`src/rtl/vga_timing_gen_pkg.sv`:
```
// rtl/vga_timing_gen_pkg.sv - 640x480@60 raster constants, sync bundle type and region decode
//
// Holds every timing constant shared by the timing generator and the colour stage.
// Base constants follow the usual VESA naming; the *_BEG/*_END/*_LAST values are the
// same numbers pre-sized to the 10-bit counter width so comparisons stay width-clean.
package vga_timing_gen_pkg;

   localparam int H_VIS  = 640;
   localparam int H_FP   = 16;
   localparam int H_SYNC = 96;
   localparam int H_BP   = 48;
   localparam int H_TOT  = 800;

   localparam int V_VIS  = 480;
   localparam int V_FP   = 10;
   localparam int V_SYNC = 2;
   localparam int V_BP   = 33;
   localparam int V_TOT  = 525;

   localparam int CNT_W = 10;

   localparam logic [CNT_W-1:0] H_LAST      = CNT_W'(H_TOT - 1);
   localparam logic [CNT_W-1:0] V_LAST      = CNT_W'(V_TOT - 1);
   localparam logic [CNT_W-1:0] H_BLANK_BEG = CNT_W'(H_VIS);
   localparam logic [CNT_W-1:0] V_BLANK_BEG = CNT_W'(V_VIS);
   localparam logic [CNT_W-1:0] H_SYNC_BEG  = CNT_W'(H_VIS + H_FP);
   localparam logic [CNT_W-1:0] H_SYNC_END  = CNT_W'(H_VIS + H_FP + H_SYNC - 1);
   localparam logic [CNT_W-1:0] V_SYNC_BEG  = CNT_W'(V_VIS + V_FP);
   localparam logic [CNT_W-1:0] V_SYNC_END  = CNT_W'(V_VIS + V_FP + V_SYNC - 1);

   // Bundle carried through the colour-latency delay line; hsync is the MSB.
   typedef struct packed {
      logic hsync;
      logic vsync;
      logic blank;
   } sync_bits_t;

   // Region decode for one raster position; pol is the active sync level.
   function automatic sync_bits_t decode_sync(input logic [CNT_W-1:0] x,
                                              input logic [CNT_W-1:0] y,
                                              input logic             pol);
      sync_bits_t s;
      s.hsync = (x >= H_SYNC_BEG && x <= H_SYNC_END) ? pol : ~pol;
      s.vsync = (y >= V_SYNC_BEG && y <= V_SYNC_END) ? pol : ~pol;
      s.blank = (x >= H_BLANK_BEG) || (y >= V_BLANK_BEG);
      return s;
   endfunction

endpackage

```
`src/rtl/vga_timing_gen_sync_delay.sv`:
```
// rtl/vga_timing_gen_sync_delay.sv - parameterised reset-filled shift register (sync_delay)
//
// Ports:
//   clk   in  1      system clock, rising edge
//   rst   in  1      synchronous active-high reset, loads RST_VAL into every stage
//   din   in  WIDTH  value entering the line
//   dout  out WIDTH  din from DEPTH clocks earlier (combinational copy when DEPTH=0)
module sync_delay #(
   parameter int               WIDTH   = 1,
   parameter int               DEPTH   = 1,
   parameter logic [WIDTH-1:0] RST_VAL = '0
) (
   input  logic             clk,
   input  logic             rst,
   input  logic [WIDTH-1:0] din,
   output logic [WIDTH-1:0] dout
);

   generate
      if (DEPTH == 0) begin : g_pass
         logic unused_pass;
         assign unused_pass = clk ^ rst;
         assign dout = din;
      end else begin : g_shift
         logic [WIDTH-1:0] stage [DEPTH];

         always_ff @(posedge clk) begin
            if (rst) begin
               for (int i = 0; i < DEPTH; i++) stage[i] <= RST_VAL;
            end else begin
               stage[0] <= din;
               for (int i = 1; i < DEPTH; i++) stage[i] <= stage[i-1];
            end
         end

         assign dout = stage[DEPTH-1];
      end
   endgenerate

endmodule

```
`src/rtl/vga_timing_gen.sv`:
```
// rtl/vga_timing_gen.sv - free-running 640x480@60 raster timing generator
//
// Ports:
//   clk          in  1   system clock, rising edge
//   rst          in  1   synchronous active-high reset
//   pix_en       out 1   one-clock pulse per pixel period (every PIX_DIV clocks)
//   pixel_x      out 10  horizontal position 0..799
//   pixel_y      out 10  vertical position 0..524
//   hsync/vsync  out 1   sync at active level SYNC_POL, aligned with pixel_x/pixel_y
//   blank        out 1   position outside the visible 640x480 area
//   frame_start  out 1   one-clock pulse after the (799,524)->(0,0) wrap
//   *_d          out 1   hsync/vsync/blank delayed LAT clocks for the colour pipeline
module vga_timing_gen
   import vga_timing_gen_pkg::*;
#(
   parameter int PIX_DIV  = 4,
   parameter int LAT      = 2,
   parameter bit SYNC_POL = 1'b0
) (
   input  logic             clk,
   input  logic             rst,
   output logic             pix_en,
   output logic [CNT_W-1:0] pixel_x,
   output logic [CNT_W-1:0] pixel_y,
   output logic             hsync,
   output logic             vsync,
   output logic             blank,
   output logic             frame_start,
   output logic             hsync_d,
   output logic             vsync_d,
   output logic             blank_d
);

   localparam int               DIV_W    = (PIX_DIV > 1) ? $clog2(PIX_DIV) : 1;
   localparam logic [DIV_W-1:0] DIV_LAST = DIV_W'(PIX_DIV - 1);

   // Delay stages start as "deasserted sync, blanked" so the DAC sees nothing
   // until real raster values have propagated through.
   localparam sync_bits_t SYNC_FILL = '{hsync: ~SYNC_POL, vsync: ~SYNC_POL, blank: 1'b1};

   logic [DIV_W-1:0] div;
   logic [CNT_W-1:0] x_nxt;
   logic [CNT_W-1:0] y_nxt;
   sync_bits_t       sync_nxt;
   sync_bits_t       sync_now;
   sync_bits_t       sync_dly;

   // Position the counters take on the coming edge; sync/blank are decoded
   // from it so they register on the same edge as the counters.
   always_comb begin
      x_nxt = pixel_x;
      y_nxt = pixel_y;
      if (pix_en) begin
         if (pixel_x == H_LAST) begin
            x_nxt = '0;
            y_nxt = (pixel_y == V_LAST) ? '0 : pixel_y + CNT_W'(1);
         end else begin
            x_nxt = pixel_x + CNT_W'(1);
         end
      end
   end

   assign sync_nxt = decode_sync(x_nxt, y_nxt, SYNC_POL);

   always_ff @(posedge clk) begin
      if (rst) begin
         div         <= '0;
         pix_en      <= 1'b0;
         pixel_x     <= '0;
         pixel_y     <= '0;
         hsync       <= ~SYNC_POL;
         vsync       <= ~SYNC_POL;
         blank       <= 1'b0;
         frame_start <= 1'b0;
      end else begin
         div         <= (div == DIV_LAST) ? '0 : div + DIV_W'(1);
         pix_en      <= (div == DIV_LAST);
         pixel_x     <= x_nxt;
         pixel_y     <= y_nxt;
         hsync       <= sync_nxt.hsync;
         vsync       <= sync_nxt.vsync;
         blank       <= sync_nxt.blank;
         frame_start <= pix_en && (pixel_x == H_LAST) && (pixel_y == V_LAST);
      end
   end

   assign sync_now = '{hsync: hsync, vsync: vsync, blank: blank};

   sync_delay #(
      .WIDTH   (3),
      .DEPTH   (LAT),
      .RST_VAL (SYNC_FILL)
   ) u_sync_delay (
      .clk  (clk),
      .rst  (rst),
      .din  (sync_now),
      .dout (sync_dly)
   );

   assign hsync_d = sync_dly.hsync;
   assign vsync_d = sync_dly.vsync;
   assign blank_d = sync_dly.blank;

endmodule
```
`config.mk`:
```
export PLATFORM = sky130hd
export DESIGN_NAME = vga_timing_gen
export DESIGN_NICKNAME = d
export VERILOG_FILES = /design/src/rtl/vga_timing_gen_pkg.sv /design/src/rtl/vga_timing_gen_sync_delay.sv /design/src/rtl/vga_timing_gen.sv
export SDC_FILE = /design/constraint.sdc
export NUM_CORES = 1
export LEC_CHECK = 0
export CAP_MARGIN = 30
export CORE_MARGIN = 2
export CORE_UTILIZATION = 45
export CTS_BUF_LIST = sky130_fd_sc_hd__clkbuf_4
export CTS_CLUSTER_DIAMETER = 150
export CTS_CLUSTER_SIZE = 12
export DETAILED_ROUTE_END_ITERATION = 16
export PLACE_DENSITY = 0.83
export SYNTH_ARGS = -nofsm -noshare
export SYNTH_HDL_FRONTEND = slang
export SYNTH_SLANG_ARGS = --single-unit
```
`constraint.sdc`:
```
create_clock -name clk -period 2 [get_ports clk]
set_input_delay 0.2 -clock clk [delete_from_list [all_inputs] [get_ports clk]]
set_output_delay 0.2 -clock clk [all_outputs]
set_load 0.005 [all_outputs]
```
## After elaboration in Yosys (flattened, before gate mapping)

Memories as Yosys holds them, arrays and structs flattened.
Cells that the tools add are included.
W data, S select, Z words.

- Bits in registers: 27
- Bits in writable memories: 6
- Memories: 1

- $add $sub $neg: 3
- $lt $le $gt $ge: 6
- Eq/ne operators: 3
- Multiplexer cells: 12
- Bitwise operators: 2
- Reduce and logical (&&, ||, !) cells: 6

Memory list:

| memory | depth | bits a word | rd ports | clocked after Yosys merged registers in | write ports | line | text |
|---|---|---|---|---|---|---|---|
| u_sync_delay.g_shift.stage | 2 | 3 | 2 | 0 | 2 | vga_timing_gen_sync_delay.sv:25 | `logic [WIDTH-1:0] stage [DEPTH];` |

Operators by type and width:

| operator | number |
|---|---|
| $mux W10 | 5 |
| $add A10 B1 Y10 const B | 2 |
| $eq A10 B10 Y1 const B | 2 |
| $ge A10 B10 Y1 const B | 2 |
| $ge A10 B9 Y1 const B | 2 |
| $le A10 B10 Y1 const B | 1 |
| $le A10 B9 Y1 const B | 1 |
| $mux W3 | 2 |
| $mux W1 | 5 |
| $logic_and A1 B1 Y1 | 4 |
| $add A2 B1 Y2 const B | 1 |
| $eq A2 B2 Y1 const B | 1 |
| $or A1 B1 Y1 | 2 |
| $reduce_or A2 Y1 | 1 |
| $logic_or A1 B1 Y1 | 1 |

## Logic depth before layout (Yosys ltp)

Gate-level depths: netlist of the first run.

- Word-level depth: 7
- Mapped depth: 7
- Depth with buffers taken out: 7

## Hierarchy

Synthesis of the first run repeated with hierarchy kept, for this count alone.

- Cells, all modules: 200
- Area total of the unflattened synthesis: 1697.9 sq um

Modules (own cells, without submodules):

| module | instances | cells an instance | area an instance (sq um) | seq. area each (sq um) |
|---|---|---|---|---|
| vga_timing_gen | 1 | 185 | 1517.7 | 540.5 |
| sync_delay | 1 | 15 | 180.2 | 120.1 |

## Least setup slack after synthesis of the first run

Ideal clock, no wire load.

- Path type: reg-to-reg
- Start point: reg pixel_x[6]
- End point: reg vsync
- Data arrival time: 2.118 ns
- Slack: -0.252 ns
- Cell stages (with the launch flop): 7
- Path buffers: 1
- Period minus slack after synthesis: 2.252 ns
- Path through: dfxtp_1 -> buf_6 -> or4b_4 -> nor4_2 -> nand4_1 -> a22o_1 -> or4b_1

- Longest elaborated chain between the ends: 6
- Elaborated cells between the ends (all ways): 7

RTL lines:

| item | line | text |
|---|---|---|
| start: declaration | vga_timing_gen.sv:23 | `output logic [CNT_W-1:0] pixel_x,` |
| start signal: assignment | vga_timing_gen.sv:78 | `pixel_x <= x_nxt;` |
| $eq A10 B10 Y1 * | vga_timing_gen.sv:54 | `if (pixel_x == H_LAST) begin` |
| $mux W10 * | vga_timing_gen.sv:54 |  |
| $mux W10 * | vga_timing_gen.sv:53 | `if (pix_en) begin` |
| $ge A10 B9 Y1 or $le A10 B9 Y1 (tied branches) | vga_timing_gen_pkg.sv:44 | `s.vsync = (y >= V_SYNC_BEG && y <= V_SYNC_END) ? pol : ~pol;` |
| $logic_and A1 B1 Y1 * | vga_timing_gen_pkg.sv:44 |  |
| $mux W1 * | vga_timing_gen_pkg.sv:44 |  |
| end signal: assignment | vga_timing_gen.sv:72 | `vsync <= ~SYNC_POL;` |
| end signal: assignment | vga_timing_gen.sv:81 | `vsync <= sync_nxt.vsync;` |
| end: declaration | vga_timing_gen.sv:26 | `output logic vsync,` |

Every way passes the cells marked *; elsewhere a longest branch is shown, timed or not.
A chain may end at the register's enable or synchronous reset.

## Worst setup path in the final report of the first run

Ends and elaborated chain as after synthesis.

==> impl_metrics.yaml, run 1 <==
status:
  outcome: "finished with violations"
  violations: "setup timing"
synth:
  synth_nets: 194
  ys_ff_latch: 33
  yosysSeqAreaShare_pct: 40.55
  synth-edff-count: 0
  synthArstFlopShare_pct: 0
  synth_flop_cell: "dfxtp_1"
  synthCells: 188
  yosys_warnings: 0
  postSynthAreaPerCell_um2: 8.665
  synth_area_um2: 1629
  ys_types: 44
flow_run:
  cap_viol_max_count: 0
sta:
  min_period_ns: 2.106
  relSlewSlack_pct: 77.52
  fmax_mhz: 474.9
  hold_violations: 0
  fin_ws_ns: -0.1057
  setup_viol: 1
  rsz0062_at_grt: "yes"
  period_share_pct: 105.3
  worst_pin_slew_ns: 0.3341
  fin_hold_ws_ns: 0.4166
  setup_tns_ns: -0.1057
  finalMaxSlewViolations: 0
  fin_skew_ns: 0.002882
setup_path:
  worstPathArrival_ns: 2.32
  critPathMaxFanout: 3
  reg2regPathDepth: 5
  path_cells: "or4b_4, nor4_4, nand4_1, a22o_1, or4b_1"
  cp_num_buf_inv: 0
  path_class: "reg -> reg"
  startpoint_type: "flip-flop"
  critPathMaxStageDelay_ns: 0.58
  r2r_start: "pixel_x[6]"
  crit_family: "simple AND/OR/NAND/NOR gates"
  required_ns: 2.21
  rrSetupSlack_ns: -0.11
  r2r_end: "vsync"
  endpoint_kind: "flip-flop"
  slowest_stage: "or4b_4"
global_route:
  grt_use_met3_pct: 3.873
  busiest_layer: "met2"
  grt_antenna_before_repair: 0
  met1_usage_pct: 27.45
  grt_pass1_vias: 1449
  met2_usage_pct: 31.90
  track_usage_pct: 20.32
  grt_pass1_wl_um: 6658
  grt_overflow: 0
  grt_max_degree: 19
cts:
  root_buffer: "clkbuf_4"
  postCtsHoldBufs: 0
  numCtsBuffers: 5
  clockBufferDepth: 2
  cts_tree: "done"
  cts_max_level: 2
  clock_latency_ns: 0.33
  clk_pin_slew_worst_paths_ns: 0.09
  clock-sinks: 33
layout:
  syn_to_final_growth_pct: 41.47
  antenna_cells: 0
  final_nets: 258
  drive_gt1_share_pct: 27.49
  finish.instance_area_um2: 2305
  post-route-util_pct: 67.47
  final_cell_count_no_fill: 297
routing:
  dr.pass1.iters: 4
  vias: 1608
  drt_iter0_drc: 81
  drt-total-wl_um: 3984
  viasPerCell: 5.414
  ant_nets: 0
  drc: 0
  wire_per_inst_um: 13.41
floorplan:
  num_rows: 21
  io_pins: 30
  dieWidth_um: 64.17
  die_area_um2: 4117
  start_util_pct: 47.69
  die_y_um: 64.17
  coreArea_um2: 3416
place:
  place_ws_ns: -0.1112
  io_buffer_count: 29
  dp_cells: 290
  gp_congestion: 1.005
  place_area_um2: 2233
  dp_hpwl_um: 3056
power_and_ir_drop:
  power.total_mw: 1.040
  irDropWorstVdd_v: 0.0003165
  p_leak_nw: 0.8990
  power_density_nw_per_um2: 451.1
min_path:
  hold_path_class: "reg -> reg"
  whs_path_depth: 1
  min_from: "u_sync_delay.g_shift.stage[0][1]"
  holdPathEnd: "u_sync_delay.g_shift.stage[0][4]"
[final cells by class]
cell class / count / area, um2
clock inverter: 1 / 5.005
clock buffer: 5 / 37.54
inverter: 7 / 26.28
fill: 283 / 1111
timing repair buffer: 68 / 583.1
tap: 46 / 57.56
sequential: 33 / 668.1
multi-input combinational: 137 / 927.1
[how the worst max path moves through the flow]
stage | endpoint | cells after the start | start | slack [ns]
2_1_floorplan | vsync | 6 | pixel_x[6] | -0.17
3_3_place_gp | vsync | 5 | pixel_x[6] | -0.07
3_5_place_dp | vsync | 6 | pixel_x[0] | -0.11
4_1_cts | vsync | 5 | pixel_x[6] | -0.1
5_1_grt | vsync | 5 | pixel_x[6] | -0.21
6_report | vsync | 5 | pixel_x[6] | -0.11
[layer usage]
| metal | up-vias | part of all wire [%] |
|---|---|---|
| met5 | - | 0 |
| met4 | 0 | 1.5 |
| met3 | 6 | 5.3 |
| met2 | 47 | 45 |
| met1 | 755 | 48 |
| li1 | 800 | - |
[where the power goes]
group          internal [mW]  leakage (nW)  switching, mW
sequential             0.666         0.270        0.00405
combinational         0.0212         0.602         0.0180
clock                  0.122        0.0269          0.209
[cell usage in the layout (no fill, tap or decap), types with 2 or more instances in the layout]
| master | count |
|---|---|
| or3_1 | 2 |
| nor3b_1 | 4 |
| nand3_1 | 6 |
| dfxtp_2 | 6 |
| o21bai_1 | 2 |
| ha_2 | 2 |
| and3_1 | 2 |
| o21ai_0 | 5 |
| xnor2_1 | 6 |
| o22ai_1 | 2 |
| nand4_1 | 10 |
| nor4_1 | 3 |
| clkbuf_4 | 5 |
| a311oi_1 | 2 |
| nand2b_1 | 2 |
| inv_1 | 7 |
| a21oi_1 | 3 |
| or2_2 | 7 |
| nand2_1 | 17 |
| clkdlybuf4s50_1 | 29 |
| buf_4 | 39 |
| nor3_1 | 10 |
| nor2_1 | 14 |
| mux2i_1 | 2 |
| ha_1 | 2 |
| dfxtp_1 | 27 |
| a211o_1 | 4 |
| xor2_1 | 8 |
[flip-flops by register name, indices dropped and copies added (netlist names), named ones only]
name                        count
pixel_y                         9
vsync                           1
blank                           1
div                             2
u_sync_delay.g_shift.stage      6
frame_start                     1
hsync                           1
pixel_x                        10
pix_en                          1
[logic make-up after synthesis]
kind of cell	share of synthesized area, %
flip-flops	40.55
adder cells (fa/ha/maj)	3.072
buffers and inverters	4.685
AO/OA/AOI/OAI	10.83
XOR/XNOR	7.527
AND/OR/NAND/NOR	31.41
multiplexers	1.920
[synthesized netlist by cell type (3+ instances only)]
| cell | n | area share, % |
|---|---|---|
| dfxtp_1 | 33 | 41 |
| nand2_1 | 17 | 3.9 |
| nor2_1 | 14 | 3.2 |
| nor3_1 | 11 | 3.4 |
| nand4_1 | 10 | 3.8 |
| clkbuf_1 | 9 | 2.1 |
| xor2_1 | 8 | 4.3 |
| inv_1 | 7 | 1.6 |
| nand3_1 | 7 | 2.2 |
| or2_2 | 7 | 2.7 |
| xnor2_1 | 6 | 3.2 |
| o21ai_0 | 5 | 1.5 |
| a211o_1 | 4 | 2.2 |
| ha_1 | 4 | 3.1 |
| nor3b_1 | 4 | 1.8 |
| a21oi_1 | 3 | 0.92 |
| and3_1 | 3 | 1.2 |
| nor4_1 | 3 | 1.2 |
[repair_timing]
action	CTS	global route
buffers inserted	0	1
gates resized for setup	6	3
pin swaps	1	2
cloned	0	0
endpoints found under the setup margin	1	3
Power figures use the tool's default switching activity.
==> run 2: changes to the inputs <==
--- a/config.mk
+++ b/config.mk
@@ -10,9 +10,8 @@
 export CORE_UTILIZATION = 45
 export CTS_BUF_LIST = sky130_fd_sc_hd__clkbuf_4
 export CTS_CLUSTER_DIAMETER = 150
-export CTS_CLUSTER_SIZE = 12
 export DETAILED_ROUTE_END_ITERATION = 16
-export PLACE_DENSITY = 0.83
+export PLACE_DENSITY = 0.8
 export SYNTH_ARGS = -nofsm -noshare
 export SYNTH_HDL_FRONTEND = slang
 export SYNTH_SLANG_ARGS = --single-unit
==> constraint.sdc (replaced) <==
create_clock -name clk -period 2.44 [get_ports clk]
set_input_delay 0.244 -clock clk [delete_from_list [all_inputs] [get_ports clk]]
set_output_delay 0.244 -clock clk [all_outputs]
set_load 0.005 [all_outputs]
==> run 2 against run 1 <==
The flow now finishes without violations. Critical path depth did not move. Non-clock buffer count fell by 26. Largest cell class unchanged. Cell area fell by 10%. Clock skew rose by 0.0085 ns. Via count fell by 7.8%. Setup slack improved by 0.27 ns. Sequential power fell by 18%. Hold slack got worse by 0.0018 ns. Critical endpoint unchanged. Die area did not move. Cell count fell by 8.4%.
==> impl_metrics.yaml, run 2 (synthesis results as in run 1) <==
status:
  outcome: "finished, final reports clean"
cts:
  clock_latency_ns: 0.32
  cts-resized-gates: 0
  clockBufferDepth: 2
  post-cts-setup-buffers: 0
  numCtsBuffers: 5
  clock-sinks: 33
  clk_pin_slew_worst_paths_ns: 0.10
  cts_max_level: 2
  cts_tree: "done"
  postCtsHoldBufs: 0
  root_buffer: "clkbuf_4"
layout:
  drive_gt1_share_pct: 13.72
  largest_reg_flops: 10
  regMostFlops: "pixel_x"
  seqCellArea_um2: 660.6
  syn_to_final_growth_pct: 27.27
  top_regs: "pixel_x x10, pixel_y x9, u_sync_delay.g_shift.stage x6"
  layout_common_cells: "dfxtp_1 (33), clkdlybuf4s50_1 (29), nand2_1 (17)"
  fillers: 316
  multiInputGateArea_um2: 892.1
  post-route-util_pct: 60.70
  final_common_cell: "dfxtp_1"
  antenna_cells: 0
  final_nets: 232
power_and_ir_drop:
  power_density_nw_per_um2: 412.5
  p_seq_share_pct: 64.3
  irDropWorstVdd_v: 0.0003184
  swShare_pct: 20.85
  p_clk_share_pct: 32.4
  p_leak_nw: 0.7545
  p_sw_mw: 0.1783
  pwr-share-comb_pct: 3.3
  intPower_mw: 0.6769
setup_path:
  worstPathArrival_ns: 2.48
  r2r_start: "pixel_x[9]"
  endpoint_kind: "flip-flop"
  startpoint_type: "flip-flop"
  reg2regPathDepth: 5
  rrSetupSlack_ns: 0.17
  r2r_end: "vsync"
  required_ns: 2.65
  path_class: "reg -> reg"
  critPathMaxFanout: 6
min_path:
  min_from: "u_sync_delay.g_shift.stage[0][2]"
  hold_path_class: "reg -> reg"
  holdPathEnd: "u_sync_delay.g_shift.stage[0][5]"
  whs_path_depth: 1
floorplan:
  io_pins: 30
  start_util_pct: 47.69
  coreArea_um2: 3416
  die_y_um: 64.17
  num_rows: 21
  die_area_um2: 4117
  dieWidth_um: 64.17
routing:
  vias: 1482
  viasPerCell: 5.449
  wire_per_inst_um: 13.01
  drt_iter0_drc: 73
  dr.pass1.iters: 4
  drt-total-wl_um: 3539
  drc: 0
  ant_nets: 0
place:
  place_ws_ns: 0.1698
  gp_congestion: 0.9063
  io_buffer_count: 29
  dp_hpwl_um: 2685
global_route:
  grt_overflow: 0
  track_usage_pct: 18.59
  grt_pass1_wl_um: 6037
  grt_max_degree: 14
  grt_pass1_vias: 1312
  grt_antenna_before_repair: 0
sta:
  min_period_ns: 2.273
  hold_violations: 0
  fin_ws_ns: 0.1668
  setup_viol: 0
  setup_tns_ns: 0
  period_share_pct: 93.16
  worst_pin_slew_ns: 0.4245
  finalMaxSlewViolations: 0
  fmax_mhz: 439.9
  rsz0062_at_grt: "no"
  fin_hold_ws_ns: 0.4148
  relSlewSlack_pct: 71.49
  fin_skew_ns: 0.01139
flow_run:
  cap_viol_max_count: 0
run 2: cell count changes in the layout (fill, tap and decap cells not counted), sizes merged:
cell | before | now
buf | 39 | 13
clkbuf | 5 | 6
run 2: worst max path at each step:
stage / start / end / slack (ns) / cells past startpoint
global placement: pixel_x[9] / vsync / 0.23 / 5
finish: pixel_x[9] / vsync / 0.17 / 5
detailed placement: pixel_x[9] / vsync / 0.17 / 5
CTS: pixel_x[9] / vsync / 0.17 / 5
global route: pixel_x[9] / vsync / 0.06 / 5
floorplan: pixel_x[6] / vsync / 0.19 / 6
run 2: per-layer routing:
| metal | track usage (%) | vias to the layer above | share of wire [%] |
|---|---|---|---|
| met4 | 7.447 | 0 | 0.54 |
| met5 | 0 | - | 0 |
| met1 | 25.60 | 692 | 49 |
| met2 | 27.60 | 43 | 45 |
| li1 | - | 745 | - |
| met3 | 4.754 | 2 | 5.4 |
run 2: critical path, stage by stage, from the launching register on:
cell and delay, ns:
dfxtp_1 0.42, or4b_4 0.53, nor4_2 0.35, nand4_1 0.16, a22o_1 0.23, or4b_1 0.48
run 2: final cells by class:
| cell class | instances | share of cell area, % |
|---|---|---|
| repair buffers | 42 | 18.71 |
| flip-flops and latches | 33 | 31.86 |
| inverters | 7 | 1.267 |
| clock buffers | 6 | 2.173 |
| multi-input cells | 137 | 43.03 |
| well taps | 46 | 2.776 |
| clock inverters | 1 | 0.1810 |
run 2: stage by stage:
stage          instances  instance area, um2  power, mW
2_1_floorplan        188                1629     0.5786
3_3_place_gp         265                2024     0.5905
3_5_place_dp         265                2024     0.5908
4_1_cts              272                2073     0.8656
5_1_grt              272                2073     0.9025
6_report             272                2073     0.8552
run 2: power by group through the flow:
stage	sequential (mW)	combinational [mW]	clock, mW
CTS	0.550	0.0285	0.287
global route	0.551	0.0315	0.320
global placement	0.562	0.0284	0
finish	0.550	0.0283	0.277
detailed placement	0.562	0.0285	0
floorplan	0.561	0.0175	0
==> run 3: changes to the inputs <==
--- a/config.mk
+++ b/config.mk
@@ -8,9 +8,9 @@
 export CAP_MARGIN = 30
 export CORE_MARGIN = 2
 export CORE_UTILIZATION = 45
-export CTS_BUF_LIST = sky130_fd_sc_hd__clkbuf_4
 export CTS_CLUSTER_DIAMETER = 150
 export DETAILED_ROUTE_END_ITERATION = 16
+export MAX_ROUTING_LAYER = met4
 export PLACE_DENSITY = 0.8
 export SYNTH_ARGS = -nofsm -noshare
 export SYNTH_HDL_FRONTEND = slang
==> run 3 against run 2 <==
Maximum frequency down 1.0%. Clock skew down 0.0012 ns. Clock power about the same. Non-clock buffer count unchanged. Via count down 0.54%. Register-to-register slack worse by 0.02 ns. Cell area up 0.85%. Cell count up 0.37%. Critical endpoint unchanged. Largest power group unchanged. Highest routed layer unchanged.
==> impl_metrics.yaml, run 3 (synthesis results as in run 1) <==
setup_path:
  reg2regPathDepth: 5
  path_class: "reg -> reg"
  required_ns: 2.64
  startpoint_type: "flip-flop"
  worstPathArrival_ns: 2.50
  endpoint_kind: "flip-flop"
  critPathMaxFanout: 8
power_and_ir_drop:
  p_leak_nw: 0.7773
  power_density_nw_per_um2: 410.3
  irDropWorstVdd_v: 0.0002452
  power.total_mw: 0.8578
floorplan:
  num_rows: 21
  start_util_pct: 47.69
  io_pins: 30
  die_area_um2: 4117
  die_y_um: 64.17
  coreArea_um2: 3416
  dieWidth_um: 64.17
place:
  dp_hpwl_um: 2634
  gp_congestion: 0.9338
  io_buffer_count: 29
  dp_cells: 265
global_route:
  grt_pass1_vias: 1356
  grt_antenna_before_repair: 0
  grt_pass1_wl_um: 6258
  grt_overflow: 0
  grt_max_degree: 25
  track_usage_pct: 19.83
routing:
  drt_iter0_drc: 51
  drt-total-wl_um: 3546
  drc: 0
  viasPerCell: 5.399
  dr.pass1.iters: 4
  vias: 1474
  wire_per_inst_um: 12.99
  ant_nets: 0
cts:
  clockBufferDepth: 2
  clk_pin_slew_worst_paths_ns: 0.10
  post-cts-setup-buffers: 0
  cts_tree: "done"
  clock_latency_ns: 0.32
  root_buffer: "clkbuf_4"
  postCtsHoldBufs: 0
  clock-sinks: 33
  cts_max_level: 2
  numCtsBuffers: 5
min_path:
  whs_path_depth: 1
  hold_path_class: "reg -> reg"
layout:
  largest_reg_flops: 10
  regMostFlops: "pixel_x"
  multiInputGateArea_um2: 907.1
  seqCellArea_um2: 660.6
  drive_gt1_share_pct: 14.54
  layout_common_cells: "dfxtp_1 (33), clkdlybuf4s50_1 (29), nand2_1 (17)"
  fillers: 308
  top_regs: "pixel_x x10, pixel_y x9, u_sync_delay.g_shift.stage x6"
  final_common_cell: "dfxtp_1"
  antenna_cells: 0
  final_nets: 232
  syn_to_final_growth_pct: 28.34
  final_cell_count_no_fill: 273
sta:
  finalMaxSlewViolations: 0
  fmax_mhz: 435.5
  min_period_ns: 2.296
  worst_pin_slew_ns: 0.4143
  setup_viol: 0
  fin_skew_ns: 0.01014
  fin_hold_ws_ns: 0.4175
  relSlewSlack_pct: 72.16
  hold_violations: 0
  period_share_pct: 94.11
status:
  outcome: "finished, final reports clean"
flow_run:
  cap_viol_max_count: 0
-- run 3: repair_timing --
| item | 4_1_cts | 5_1_grt |
|---|---|---|
| hold endpoints to repair | 0 | 0 |
| gates resized for setup | 0 | 2 |
| setup endpoints to repair | 0 | 1 |
-- run 3: power by group --
| part | internal [mW] | total [mW] | switching [mW] | leakage, nW |
|---|---|---|---|---|
| sequential | 0.546 | 0.550 | 0.00418 | 0.267 |
| combinational | 0.0147 | 0.0278 | 0.0131 | 0.478 |
| clock | 0.110 | 0.280 | 0.171 | 0.0320 |
-- run 3: area by class of cell --
| type | count | share of cell area [%] |
|---|---|---|
| multi-input cells | 137 | 43.39 |
| flip-flops and latches | 33 | 31.60 |
| inverters | 7 | 1.257 |
| well taps | 46 | 2.753 |
| clock inverters | 2 | 0.4788 |
| repair buffers | 42 | 18.55 |
| clock buffers | 6 | 1.975 |
-- run 3: critical path: stages, from the launching register on --
cell and delay (ns):
dfxtp_1 0.40, or4b_4 0.56, nor4_4 0.33, nand4_1 0.15, a22o_1 0.23, or4b_1 0.50
-- run 3: per-stage QoR --
stage / setup WS, ns / TNS (ns) / area (um2) / util (%)
2_1_floorplan: 0.1882 / 0 / 1629 / -
3_3_place_gp: 0.2295 / 0 / 2024 / 59.27
3_5_place_dp: 0.1432 / 0 / 2024 / 59.27
4_1_cts: 0.1244 / 0 / 2076 / 60.77
5_1_grt: -0.003486 / -0.003486 / 2091 / 61.21
6_report: 0.1438 / 0 / 2091 / 61.21
-- run 3: final timing paths --
| check | startpoint | endpoint | slack [ns] |
|---|---|---|---|
| hold reg to reg | u_sync_delay.g_shift.stage[0][0] | u_sync_delay.g_shift.stage[0][3] | 0.42 |
| setup / recovery | pixel_x[7] | vsync | 0.14 |
| setup reg to reg | pixel_x[7] | vsync | 0.14 |
| hold / removal | u_sync_delay.g_shift.stage[0][0] | u_sync_delay.g_shift.stage[0][3] | 0.42 |
-- run 3: layer usage --
metal,track usage [%],vias to the layer above,part of all wire [%],wire [um]
li1,-,752,-,-
met1,25.98,679,49,1752
met2,29.69,38,44,1573
met3,5.986,5,5.0,179
met4,5.585,0,1.2,41
met5,-,-,0,0
